--- src/rtl/fetch_unit_if.sv ---
// -----------------------------------------------------------------------------
// fetch_unit_if
//
// Bundles every non-clock/reset signal of the VanilaCore fetch stage: the
// req/ack instruction bus, the redirect port from execute, and the
// valid/ready instruction port towards the decoder.
//
//   master modport : the fetch unit side.
//   slave  modport : the environment side (memory, execute, decoder).
//
// Signals:
//   mem_req    fetch -> mem   read request, held until mem_ack
//   mem_addr   fetch -> mem   word-aligned byte address
//   mem_ack    mem -> fetch   read complete, mem_rdata valid
//   mem_rdata  mem -> fetch   instruction word
//   jump       exe -> fetch   one-cycle redirect pulse
//   jump_addr  exe -> fetch   redirect target
//   IR         fetch -> dec   instruction word (NOP when not valid)
//   ir_pc      fetch -> dec   PC of IR
//   ir_valid   fetch -> dec   IR/ir_pc hold a live instruction
//   ir_ready   dec -> fetch   decoder accepts
//   fault      fetch -> exe   sticky misaligned-redirect flag
// -----------------------------------------------------------------------------
interface fetch_unit_if;
  logic        mem_req;
  logic [31:0] mem_addr;
  logic        mem_ack;
  logic [31:0] mem_rdata;
  logic        jump;
  logic [31:0] jump_addr;
  logic [31:0] IR;
  logic [31:0] ir_pc;
  logic        ir_valid;
  logic        ir_ready;
  logic        fault;

  modport master (
    output mem_req, mem_addr, IR, ir_pc, ir_valid, fault,
    input  mem_ack, mem_rdata, jump, jump_addr, ir_ready
  );

  modport slave (
    input  mem_req, mem_addr, IR, ir_pc, ir_valid, fault,
    output mem_ack, mem_rdata, jump, jump_addr, ir_ready
  );
endinterface

--- src/rtl/fetch_unit.sv ---
// -----------------------------------------------------------------------------
// fetch_unit
//
// Instruction fetch stage of the VanilaCore RV32I pipeline. Holds the program
// counter, issues one word read at a time on a req/ack bus, and presents each
// fetched word with its PC to the decoder through a valid/ready handshake.
// Redirects from execute are honoured immediately when no bus read is in
// flight, or deferred until the outstanding read completes (its data is then
// discarded). A misaligned redirect target halts the unit with a sticky fault
// that only reset clears.
//
// Parameters:
//   RESET_PC  byte address of the first fetch after reset (word aligned)
//   NOP       value driven on IR while no instruction is valid
//
// Ports:
//   clk   single clock, posedge
//   rst   synchronous, active-high reset
//   bus   fetch_unit_if.master (memory bus, redirect, decoder handshake)
// -----------------------------------------------------------------------------
module fetch_unit #(
  parameter logic [31:0] RESET_PC = 32'h0000_0000,
  parameter logic [31:0] NOP      = 32'h0000_0013
) (
  input  logic          clk,
  input  logic          rst,
  fetch_unit_if.master  bus
);

  // FETCH: request outstanding (or about to be issued)
  // HOLD : instruction presented to the decoder
  // FAULT: halted after a misaligned redirect
  typedef enum logic [1:0] {
    S_FETCH = 2'd0,
    S_HOLD  = 2'd1,
    S_FAULT = 2'd2
  } state_t;

  state_t      state_q, state_d;
  logic [31:0] pc_q, pc_d;
  logic [31:0] redirect_pc_q, redirect_pc_d;
  logic        kill_q, kill_d;
  logic [31:0] ir_q, ir_d;
  logic [31:0] ir_pc_q, ir_pc_d;
  logic        ir_valid_q, ir_valid_d;
  logic        fault_q, fault_d;
  logic        mem_req_q, mem_req_d;

  logic        jump_bad;
  logic        ack_live;

  // A redirect to a non-word address is fatal regardless of state.
  assign jump_bad = bus.jump && (bus.jump_addr[1:0] != 2'b00);

  // An ack only counts while our request is actually on the bus. This masks
  // any stale response in the cycle after reset, when the state is already
  // FETCH but the registered request has not yet risen.
  assign ack_live = mem_req_q && bus.mem_ack;

  // ---------------------------------------------------------------------------
  // State register
  // ---------------------------------------------------------------------------
  always_ff @(posedge clk) begin
    if (rst) begin
      state_q       <= S_FETCH;
      pc_q          <= RESET_PC;
      redirect_pc_q <= RESET_PC;
      kill_q        <= 1'b0;
      ir_q          <= NOP;
      ir_pc_q       <= 32'h0000_0000;
      ir_valid_q    <= 1'b0;
      fault_q       <= 1'b0;
      mem_req_q     <= 1'b0;
    end else begin
      state_q       <= state_d;
      pc_q          <= pc_d;
      redirect_pc_q <= redirect_pc_d;
      kill_q        <= kill_d;
      ir_q          <= ir_d;
      ir_pc_q       <= ir_pc_d;
      ir_valid_q    <= ir_valid_d;
      fault_q       <= fault_d;
      mem_req_q     <= mem_req_d;
    end
  end

  // ---------------------------------------------------------------------------
  // Next-state logic
  // ---------------------------------------------------------------------------
  always_comb begin
    state_d = state_q;
    unique case (state_q)
      S_FETCH: begin
        // A redirect never leaves FETCH unless it faults: either the target
        // is fetched directly or the in-flight read is killed first.
        if (bus.jump) begin
          state_d = jump_bad ? S_FAULT : S_FETCH;
        end else if (ack_live && !kill_q) begin
          state_d = S_HOLD;
        end
      end
      S_HOLD: begin
        if (bus.jump) begin
          state_d = jump_bad ? S_FAULT : S_FETCH;
        end else if (bus.ir_ready) begin
          state_d = S_FETCH;
        end
      end
      S_FAULT: begin
        state_d = S_FAULT;
      end
      default: begin
        state_d = S_FETCH;
      end
    endcase
  end

  // ---------------------------------------------------------------------------
  // Output / datapath logic
  // ---------------------------------------------------------------------------
  always_comb begin
    pc_d          = pc_q;
    redirect_pc_d = redirect_pc_q;
    kill_d        = kill_q;
    ir_d          = ir_q;
    ir_pc_d       = ir_pc_q;
    ir_valid_d    = ir_valid_q;
    fault_d       = fault_q;

    // The request is registered: it is high in every cycle spent in FETCH
    // except the one right after reset.
    mem_req_d     = (state_d == S_FETCH);

    unique case (state_q)
      S_FETCH: begin
        if (bus.jump) begin
          if (jump_bad) begin
            fault_d    = 1'b1;
            ir_valid_d = 1'b0;
            ir_d       = NOP;
            kill_d     = 1'b0;
          end else if (ack_live || !mem_req_q) begin
            // Nothing left in flight after this edge: retarget right away.
            // This also overrides any earlier pending redirect.
            pc_d   = bus.jump_addr;
            kill_d = 1'b0;
          end else begin
            // Read still pending: mem_addr must stay put until the ack, so
            // park the target and drop the response when it arrives. A later
            // jump simply overwrites the parked target.
            kill_d        = 1'b1;
            redirect_pc_d = bus.jump_addr;
          end
        end else if (ack_live) begin
          if (kill_q) begin
            pc_d   = redirect_pc_q;
            kill_d = 1'b0;
          end else begin
            ir_d       = bus.mem_rdata;
            ir_pc_d    = pc_q;
            ir_valid_d = 1'b1;
            pc_d       = pc_q + 32'd4;
          end
        end
      end
      S_HOLD: begin
        if (bus.jump) begin
          // Squash wins over a same-cycle handshake.
          ir_valid_d = 1'b0;
          ir_d       = NOP;
          if (jump_bad) begin
            fault_d = 1'b1;
          end else begin
            pc_d = bus.jump_addr;
          end
        end else if (bus.ir_ready) begin
          ir_valid_d = 1'b0;
          ir_d       = NOP;
        end
      end
      S_FAULT: begin
        ir_valid_d = 1'b0;
        ir_d       = NOP;
      end
      default: begin
        ir_valid_d = 1'b0;
        ir_d       = NOP;
      end
    endcase
  end

  assign bus.mem_req  = mem_req_q;
  assign bus.mem_addr = pc_q;
  assign bus.IR       = ir_q;
  assign bus.ir_pc    = ir_pc_q;
  assign bus.ir_valid = ir_valid_q;
  assign bus.fault    = fault_q;

endmodule

--- src/flat_wrapper.sv ---
// flat-port wrapper written by rule: the top's interface ports become plain ports
module fetch_unit_flat 
#(
  parameter logic [31:0] RESET_PC = 32'h0000_0000,
  parameter logic [31:0] NOP      = 32'h0000_0013
)
  (clk, rst, bus_mem_req, bus_mem_addr, bus_IR, bus_ir_pc, bus_ir_valid, bus_fault, bus_mem_ack, bus_mem_rdata, bus_jump, bus_jump_addr, bus_ir_ready);
  fetch_unit_if bus_i ();
  input  logic clk;
  input  logic rst;
  output wire logic [$bits(bus_i.mem_req)-1:0] bus_mem_req;
  output wire logic [$bits(bus_i.mem_addr)-1:0] bus_mem_addr;
  output wire logic [$bits(bus_i.IR)-1:0] bus_IR;
  output wire logic [$bits(bus_i.ir_pc)-1:0] bus_ir_pc;
  output wire logic [$bits(bus_i.ir_valid)-1:0] bus_ir_valid;
  output wire logic [$bits(bus_i.fault)-1:0] bus_fault;
  input wire logic [$bits(bus_i.mem_ack)-1:0] bus_mem_ack;
  input wire logic [$bits(bus_i.mem_rdata)-1:0] bus_mem_rdata;
  input wire logic [$bits(bus_i.jump)-1:0] bus_jump;
  input wire logic [$bits(bus_i.jump_addr)-1:0] bus_jump_addr;
  input wire logic [$bits(bus_i.ir_ready)-1:0] bus_ir_ready;
  assign bus_mem_req = bus_i.mem_req;
  assign bus_mem_addr = bus_i.mem_addr;
  assign bus_IR = bus_i.IR;
  assign bus_ir_pc = bus_i.ir_pc;
  assign bus_ir_valid = bus_i.ir_valid;
  assign bus_fault = bus_i.fault;
  assign bus_i.mem_ack = bus_mem_ack;
  assign bus_i.mem_rdata = bus_mem_rdata;
  assign bus_i.jump = bus_jump;
  assign bus_i.jump_addr = bus_jump_addr;
  assign bus_i.ir_ready = bus_ir_ready;
  fetch_unit #(.RESET_PC(RESET_PC), .NOP(NOP)) u_core (.clk(clk), .rst(rst), .bus(bus_i));
endmodule
--- config.mk ---
export PLATFORM = sky130hd
export DESIGN_NAME = fetch_unit_flat
export DESIGN_NICKNAME = d
export VERILOG_FILES = /design/src/rtl/fetch_unit_if.sv /design/src/rtl/fetch_unit.sv /design/src/flat_wrapper.sv
export SDC_FILE = /design/constraint.sdc
export NUM_CORES = 1
export LEC_CHECK = 0
export BUFFER_PORTS_ARGS = -buffer_cell sky130_fd_sc_hd__buf_2
export CORE_UTILIZATION = 45
export CTS_BUF_LIST = sky130_fd_sc_hd__clkbuf_4 sky130_fd_sc_hd__clkbuf_8 sky130_fd_sc_hd__clkbuf_16
export DETAILED_ROUTE_END_ITERATION = 10
export PLACE_DENSITY = 0.72
export SYNTH_ARGS = -nofsm -noshare
export SYNTH_HDL_FRONTEND = slang
export SYNTH_SLANG_ARGS = --single-unit
--- constraint.sdc ---
create_clock -name clk -period 2.75 [get_ports clk]
set_input_delay 0.6875 -clock clk [delete_from_list [all_inputs] [get_ports clk]]
set_output_delay 0.6875 -clock clk [all_outputs]
set_load 0.01 [all_outputs]
==> results of run 1 <==
[worst min-delay path, cell delays in order, from the launching register on]
cell and delay [ps]:
dfxtp_1 300, nand2_1 50, a21oi_1 50
[metrics by stage]
stage / power [mW] / hold slack [ps]
finish: 4.980 / 448.8
global route: 5.133 / 462.6
CTS: 4.999 / 449.8
detailed placement: 2.608 / 442.1
global placement: 2.606 / 437.8
floorplan: 2.395 / 431.2
[cell usage after synthesis (4+ instances only)]
| library cell | count |
|---|---|
| nand2b_1 | 7 |
| a32oi_1 | 33 |
| dfxtp_1 | 134 |
| o211ai_1 | 7 |
| o21ai_0 | 27 |
| o21ai_1 | 4 |
| a31oi_1 | 4 |
| nor3_1 | 12 |
| nand3_1 | 10 |
| and3_1 | 9 |
| xor2_1 | 4 |
| a211oi_1 | 8 |
| nand2_1 | 162 |
| o2bb2ai_1 | 4 |
| o21a_1 | 5 |
| or2_1 | 4 |
| nor4_1 | 4 |
| xnor2_1 | 7 |
| a21o_1 | 4 |
| a221oi_1 | 5 |
| a21oi_1 | 83 |
| o31ai_1 | 7 |
| nand4_1 | 7 |
| clkbuf_1 | 35 |
| inv_1 | 9 |
| a311oi_1 | 6 |
| or3_1 | 4 |
| buf_2 | 25 |
| nor2_1 | 66 |
[report_power, final]
part           total [mW]  internal (mW)  switching (mW)
Sequential           2.07           1.99          0.0745
Clock                2.41           1.54           0.862
Combinational       0.509          0.196           0.313
[path summary, 6_finish.rpt]
| kind | start | endpoint | depth (start not counted) |
|---|---|---|---|
| max | u_core.state_q[1] | u_core.bus.mem_addr[25] | 5 |
| min | u_core.redirect_pc_q[13] | u_core.redirect_pc_q[13] | 2 |
| min reg2reg | u_core.redirect_pc_q[13] | u_core.redirect_pc_q[13] | 2 |
| max reg2reg | u_core.state_q[1] | u_core.bus.mem_addr[25] | 5 |
[cells by family (layout without fill, tap and decap cells)]
logic type               count (synthesis)  in the layout  synth area share
AO/OA/AOI/OAI                          222            222            0.2393
XOR/XNOR                                11             11           0.01555
adder cells (fa/ha/maj)                  1              1          0.002019
buffers and inverters                   77            233           0.05958
flip-flops                             134            134            0.4330
multiplexers                             4              4          0.006867
AND/OR/NAND/NOR                        314            314            0.2436
[cell type report]
cell class                      instances  share of cell area
Clock buffer                           20             0.05757
Clock inverter                         12             0.02300
Inverter                               10            0.004825
Multi-Input combinational cell        552              0.4041
Sequential cell                       134              0.3448
Tap cell                              176             0.02830
Timing Repair Buffer                  191              0.1373
[state kept, by name (all words and copies together) (netlist names)]
register	flops
u_core.kill_q	1
u_core.state_q	2
u_core.bus.ir_valid	1
u_core.bus.mem_addr	32
u_core.bus.IR	32
u_core.bus.mem_req	1
u_core.bus.ir_pc	32
u_core.bus.fault	1
u_core.redirect_pc_q	32
[per-layer routing]
| layer | wire length (um) | vias up | part of all wire | track usage |
|---|---|---|---|---|
| met3 | 1554 | 33 | 0.086 | 0.06370 |
| li1 | - | 3011 | - | - |
| met1 | 8205 | 2913 | 0.45 | 0.3542 |
| met4 | 388 | 0 | 0.021 | 0.1008 |
| met2 | 7949 | 285 | 0.44 | 0.3855 |
| met5 | 0 | - | 0 | 0 |
==> metrics.md, run 1 <==
| Metric | Value |
|---|---|
| Tot GR Track Use | `0.2573` |
| Power density cells | `640.2 nW/um2` |
| Gr ovfl total | `0` |
| Sequential-to-total area share from yosys stat | `0.4330` |
| Clk Tree Root Cell | `clkbuf_16` |
| Leading cell type in the layout, fill and taps excluded | `buf_2` |
| Hold_buf cts | `0` |
| Category of the critical setup timing path | `reg -> reg` |
| Global placer's final weighted congestion | `0.8501` |
| Max clock buf depth | `2` |
| Final ANT Viol Nets | `0` |
| Remaining design rule violation count | `0` |
| P&R area growth vs syn | `25.59%` |
| Cell leakage power | `3.168 nW` |
| Place WS | `471.6 ps` |
| Startpoint Class | `flop` |
| Yosys warning total | `0` |
| Antenna diode instance count | `0` |
| CP Buf/Inv Count | `0` |
| Clock-pin slew reported for the worst setup and hold paths after clock tree synthesis | `60 ps` |
| FF-to-FF setup slack | `590 ps` |
| Number of filler cells placed in the layout | `1245` |
| Synth Flop Type | `dfxtp_1` |
| Post-cts sizing count | `0` |
| Count of pins over their slew limit | `0` |
| Final Instance Count excl. Fillers | `1095` |
| Summed instance area of the synthesized netlist | `6195 um2` |
| Worst slew margin | `0.5790` |
| Kind of capture point of the worst setup path | `flop` |
| Fin Clk Skew | `4.811 ps` |
| Main area contributors after synthesis | `dfxtp_1, nand2_1, a21oi_1` |
| Chip width | `119.3 um` |
| Result of the run | `finished clean` |
| Worst-path cell chain | `nor2b_1 > or2_2 > nor3_1 > o21ai_0 > o22ai_2` |
| Footprint of the multi-input gates | `3144 um2` |
| Total wirelength of the detailed-routed design | `18100 um` |
| CP peak stage delay | `620 ps` |
| Clock tree from TritonCTS | `done` |
| Total setup buffers inserted after CTS | `0` |
| Worst Tran Pin Value | `631.4 ps` |
| Detailed Place HPWL | `12250 um` |
| Clk Latency, worst-skew pair | `420 ps` |
| Setup tns final | `0 ps` |
| Fraction of layout instances using a drive strength above 1 | `0.2709` |
| Fraction of synthesized cell area taken by the top area cell type | `0.4330` |
| Number of flops mapped to enable cells by yosys | `0` |
| Tcrit/Tclk final | `0.7843` |
| Most used cells in the layout excluding fill and tap cells | `buf_2, nand2_1, dfxtp_1, a21oi_1, nor2_1` |
| Total number of clock tree sinks | `134` |
| Wirelength per Cell | `16.53 um` |
| RSZ-0062 raised after global routing | `no` |
| Shortest clock period the worst path allows after layout | `2157 ps` |
| Total instance count after detailed placement | `1063` |
| Critical Path Fanout Max | `12` |
| Violation count after the first detailed-routing iteration | `496` |
| Total number of vias | `6242` |
| Antenna violations before repair | `0` |
| Synthesized area divided by synthesized cell count | `8.119 um2` |
| Core Rows | `42` |
| Post-route cell area | `7780 um2` |
| Placeable core region | `13350 um2` |
| Die span in y | `119.3 um` |
| First-pass iteration count of the detailed router | `5` |
| CP max-delay cell | `dfxtp_1` |
| Setup slack of the critical path after layout | `593.2 ps` |
| Post-synthesis cell type count | `75` |
| Final-report setup violation count | `0` |
| CTS HTree Levels | `4` |
| Hold/Removal Path Class | `reg -> reg` |
| Number of nets in the finished design | `976` |
| Async set or reset register ratio after synthesis | `0` |
| Largest area contributor in the netlist | `dfxtp_1` |
| Number of buffers added by the clock tree synthesis step | `17` |
| Via/cell ratio | `5.700` |
| Total of max-cap violations | `0` |
| I/O pin cnt | `168` |
| Synth Register Bits | `134` |
| Cell family contributing the most delay on the critical path | `simple AND/OR/NAND/NOR gates` |
| Post-synthesis cell count | `763` |
| Peak supply drop | `0.0003891 V` |
| Combined flip-flop and latch cell area | `2683 um2` |
| Count of port buffers added during placement | `167` |
| Highest Clock Rate | `0.4636 GHz` |
| Initial cell density of the core | `0.4641` |
| Die Outline Area | `14240 um2` |
| WP data arrival | `2500 ps` |
| Syn Nets | `833` |
| Number of global-route vias before repair | `5659` |
| Total count of hold-check failures in the final report | `0` |
| Maximum number of pins on one net before global-route repair | `68` |
| First-pass GRT wire length | `29030 um` |
| Cell Area, Placed | `7153 um2` |
| Share of the core filled with cells in the final layout | `0.5829` |
| Crit path required time | `3090 ps` |
Power figures use the tool's default switching activity.
==> run 2, diff against run 1 <==
PLACE_DENSITY = 0.75   (was 0.72)
clock period = 1.8 ns   (was 2.75 ns; I/O delays follow)
==> metrics.md, run 2 (same netlist as run 1, synthesis figures left out) <==
| Metric | Value |
|---|---|
| Worst Tran Pin Value | `550.7 ps` |
| CTS HTree Levels | `4` |
| Clk Tree Root Cell | `clkbuf_16` |
| Worst slew margin | `0.6329` |
| Worst-path cell chain | `ha_2 > and4_4 > nand4_1 > or3_4 > nand4b_1 > and3_1` |
| Via/cell ratio | `5.683` |
| Critical Path Fanout Max | `4` |
| Shortest clock period the worst path allows after layout | `1786 ps` |
| Total instance count after detailed placement | `1126` |
| Kind of capture point of the worst setup path | `flop` |
| RSZ-0062 raised after global routing | `yes` |
| Highest Clock Rate | `0.5598 GHz` |
| Total number of clock tree sinks | `134` |
| Antenna violations before repair | `0` |
| Hold_buf cts | `0` |
| Total count of hold-check failures in the final report | `0` |
| Placeable core region | `13350 um2` |
| Total wirelength of the detailed-routed design | `19210 um` |
| Violation count after the first detailed-routing iteration | `569` |
| Leading cell type in the layout, fill and taps excluded | `buf_2` |
| Wirelength per Cell | `16.54 um` |
| Fraction of layout instances using a drive strength above 1 | `0.3357` |
| Antenna diode instance count | `0` |
| Remaining design rule violation count | `0` |
| FF-to-FF setup slack | `10 ps` |
| Total power | `7.645 mW` |
| Number of filler cells placed in the layout | `1165` |
| Gr ovfl total | `0` |
| Max clock buf depth | `2` |
| Clk Latency, worst-skew pair | `420 ps` |
| WP data arrival | `2100 ps` |
| First-pass GRT wire length | `30680 um` |
| Count of port buffers added during placement | `167` |
| Tot GR Track Use | `0.2730` |
| Maximum number of pins on one net before global-route repair | `62` |
| Peak supply drop | `0.0006490 V` |
| Detailed Place HPWL | `13700 um` |
| Number of buffers added by the clock tree synthesis step | `17` |
| Die Outline Area | `14240 um2` |
| Hold/Removal Path Class | `in -> reg` |
| CP max-delay cell | `or3_4` |
| Clock-pin slew reported for the worst setup and hold paths after clock tree synthesis | `60 ps` |
| Number of cells on the worst reg-to-reg path | `6` |
| Tcrit/Tclk final | `0.9924` |
| Most used cells in the layout excluding fill and tap cells | `buf_2, nand2_1, dfxtp_1, a21oi_1, buf_4` |
| I/O pin cnt | `168` |
| Count of pins over their slew limit | `0` |
| Final-report setup violation count | `0` |
| Total of max-cap violations | `0` |
| Final ANT Viol Nets | `0` |
| Total number of vias | `6604` |
| Critical path endpoint | `u_core.bus.mem_addr[28]` |
| Number of global-route vias before repair | `5917` |
| Crit Reg-Reg Endpoint | `u_core.bus.mem_addr[28]` |
| Crit path required time | `2110 ps` |
| Category of the critical setup timing path | `reg -> reg` |
| Fin Clk Skew | `12.06 ps` |
| Final Instance Count excl. Fillers | `1162` |
| Die span in y | `119.3 um` |
| Startpoint Class | `flop` |
| Cell leakage power | `3.548 nW` |
| Power density cells | `910.6 nW/um2` |
| Chip width | `119.3 um` |
| Global placer's final weighted congestion | `0.9479` |
| P&R area growth vs syn | `35.53%` |
| Clock tree from TritonCTS | `done` |
| Number of nets in the finished design | `1043` |
| First-pass iteration count of the detailed router | `5` |
| First element of the critical path | `u_core.bus.mem_addr[2]` |
| Startpoint of the lowest-slack register-to-register path | `u_core.bus.mem_addr[2]` |
| Result of the run | `finished clean` |
| CP peak stage delay | `380 ps` |
| Core Rows | `42` |
| Initial cell density of the core | `0.4641` |
run 2: cell count changes in the layout (fill, tap and decap cells not counted), sizes merged:
cell / before / now
buf: 191 / 258
bufinv: 4 / 3
clkbuf: 20 / 17
clkinv: 2 / 5
inv: 10 / 11
run 2: worst min path at each step:
| stage | start | end | slack [ps] | depth (start not counted) |
|---|---|---|---|---|
| finish | bus_mem_rdata[1] | u_core.bus.IR[1] | 240 | 3 |
| global route | bus_mem_rdata[1] | u_core.bus.IR[1] | 240 | 3 |
| CTS | bus_mem_rdata[1] | u_core.bus.IR[1] | 220 | 3 |
| detailed placement | u_core.redirect_pc_q[10] | u_core.redirect_pc_q[10] | 450 | 2 |
| global placement | u_core.redirect_pc_q[10] | u_core.redirect_pc_q[10] | 440 | 2 |
| floorplan | u_core.redirect_pc_q[10] | u_core.redirect_pc_q[10] | 430 | 2 |
run 2: cell type report:
type                       instances  area (um2)  area share
clock buffer                      17       425.4     0.05067
clock inverter                    15       180.2     0.02146
inverter                          10       37.54    0.004471
multi-input combinational        552        3196      0.3806
sequential                       134        2690      0.3204
tap                              176       220.2     0.02623
timing repair buffer             258        1647      0.1961
run 2: timing repair:
item,in CTS,in global routing
gates resized for setup,2,12
pin swaps,0,7
endpoints found under the setup margin,1,18
buffers inserted,0,4
run 2: critical path: cells and delay by family (launching register included):
family / cells / cell delay [ps]
AND/OR/NAND/NOR: 5 / 1150
flip-flops: 1 / 330
adder cells (fa/ha/maj): 1 / 180
run 2: per-stage QoR:
stage               setup slack, ps    util  setup TNS, ps  hold slack [ps]  area, um2
finish                        13.62  0.6290              0            236.7       8396
global route                 -69.49  0.6290         -221.1            237.3       8396
floorplan                     8.941       -              0            431.2       6200
detailed placement           -78.70  0.5773         -810.0            445.1       7706
CTS                           10.30  0.6235              0            223.0       8323
global placement              4.137  0.5773              0            436.9       7706
run 2: layer usage:
| layer | vias to the layer above | share of wire | global-route usage |
|---|---|---|---|
| li1 | 3156 | - | - |
| met1 | 3091 | 0.46 | 0.3846 |
| met2 | 325 | 0.45 | 0.4106 |
| met3 | 32 | 0.079 | 0.06322 |
| met4 | 0 | 0.018 | 0.08672 |
| met5 | - | 0 | 0 |
run 2: power by group:
group | internal, mW | leakage [nW] | total (mW) | switching (mW)
combinational | 0.429 | 2.18 | 1.01 | 0.581
sequential | 3.05 | 1.09 | 3.10 | 0.0591
clock | 2.18 | 0.277 | 3.53 | 1.35
total | 5.65 | 3.55 | 7.65 | 1.99
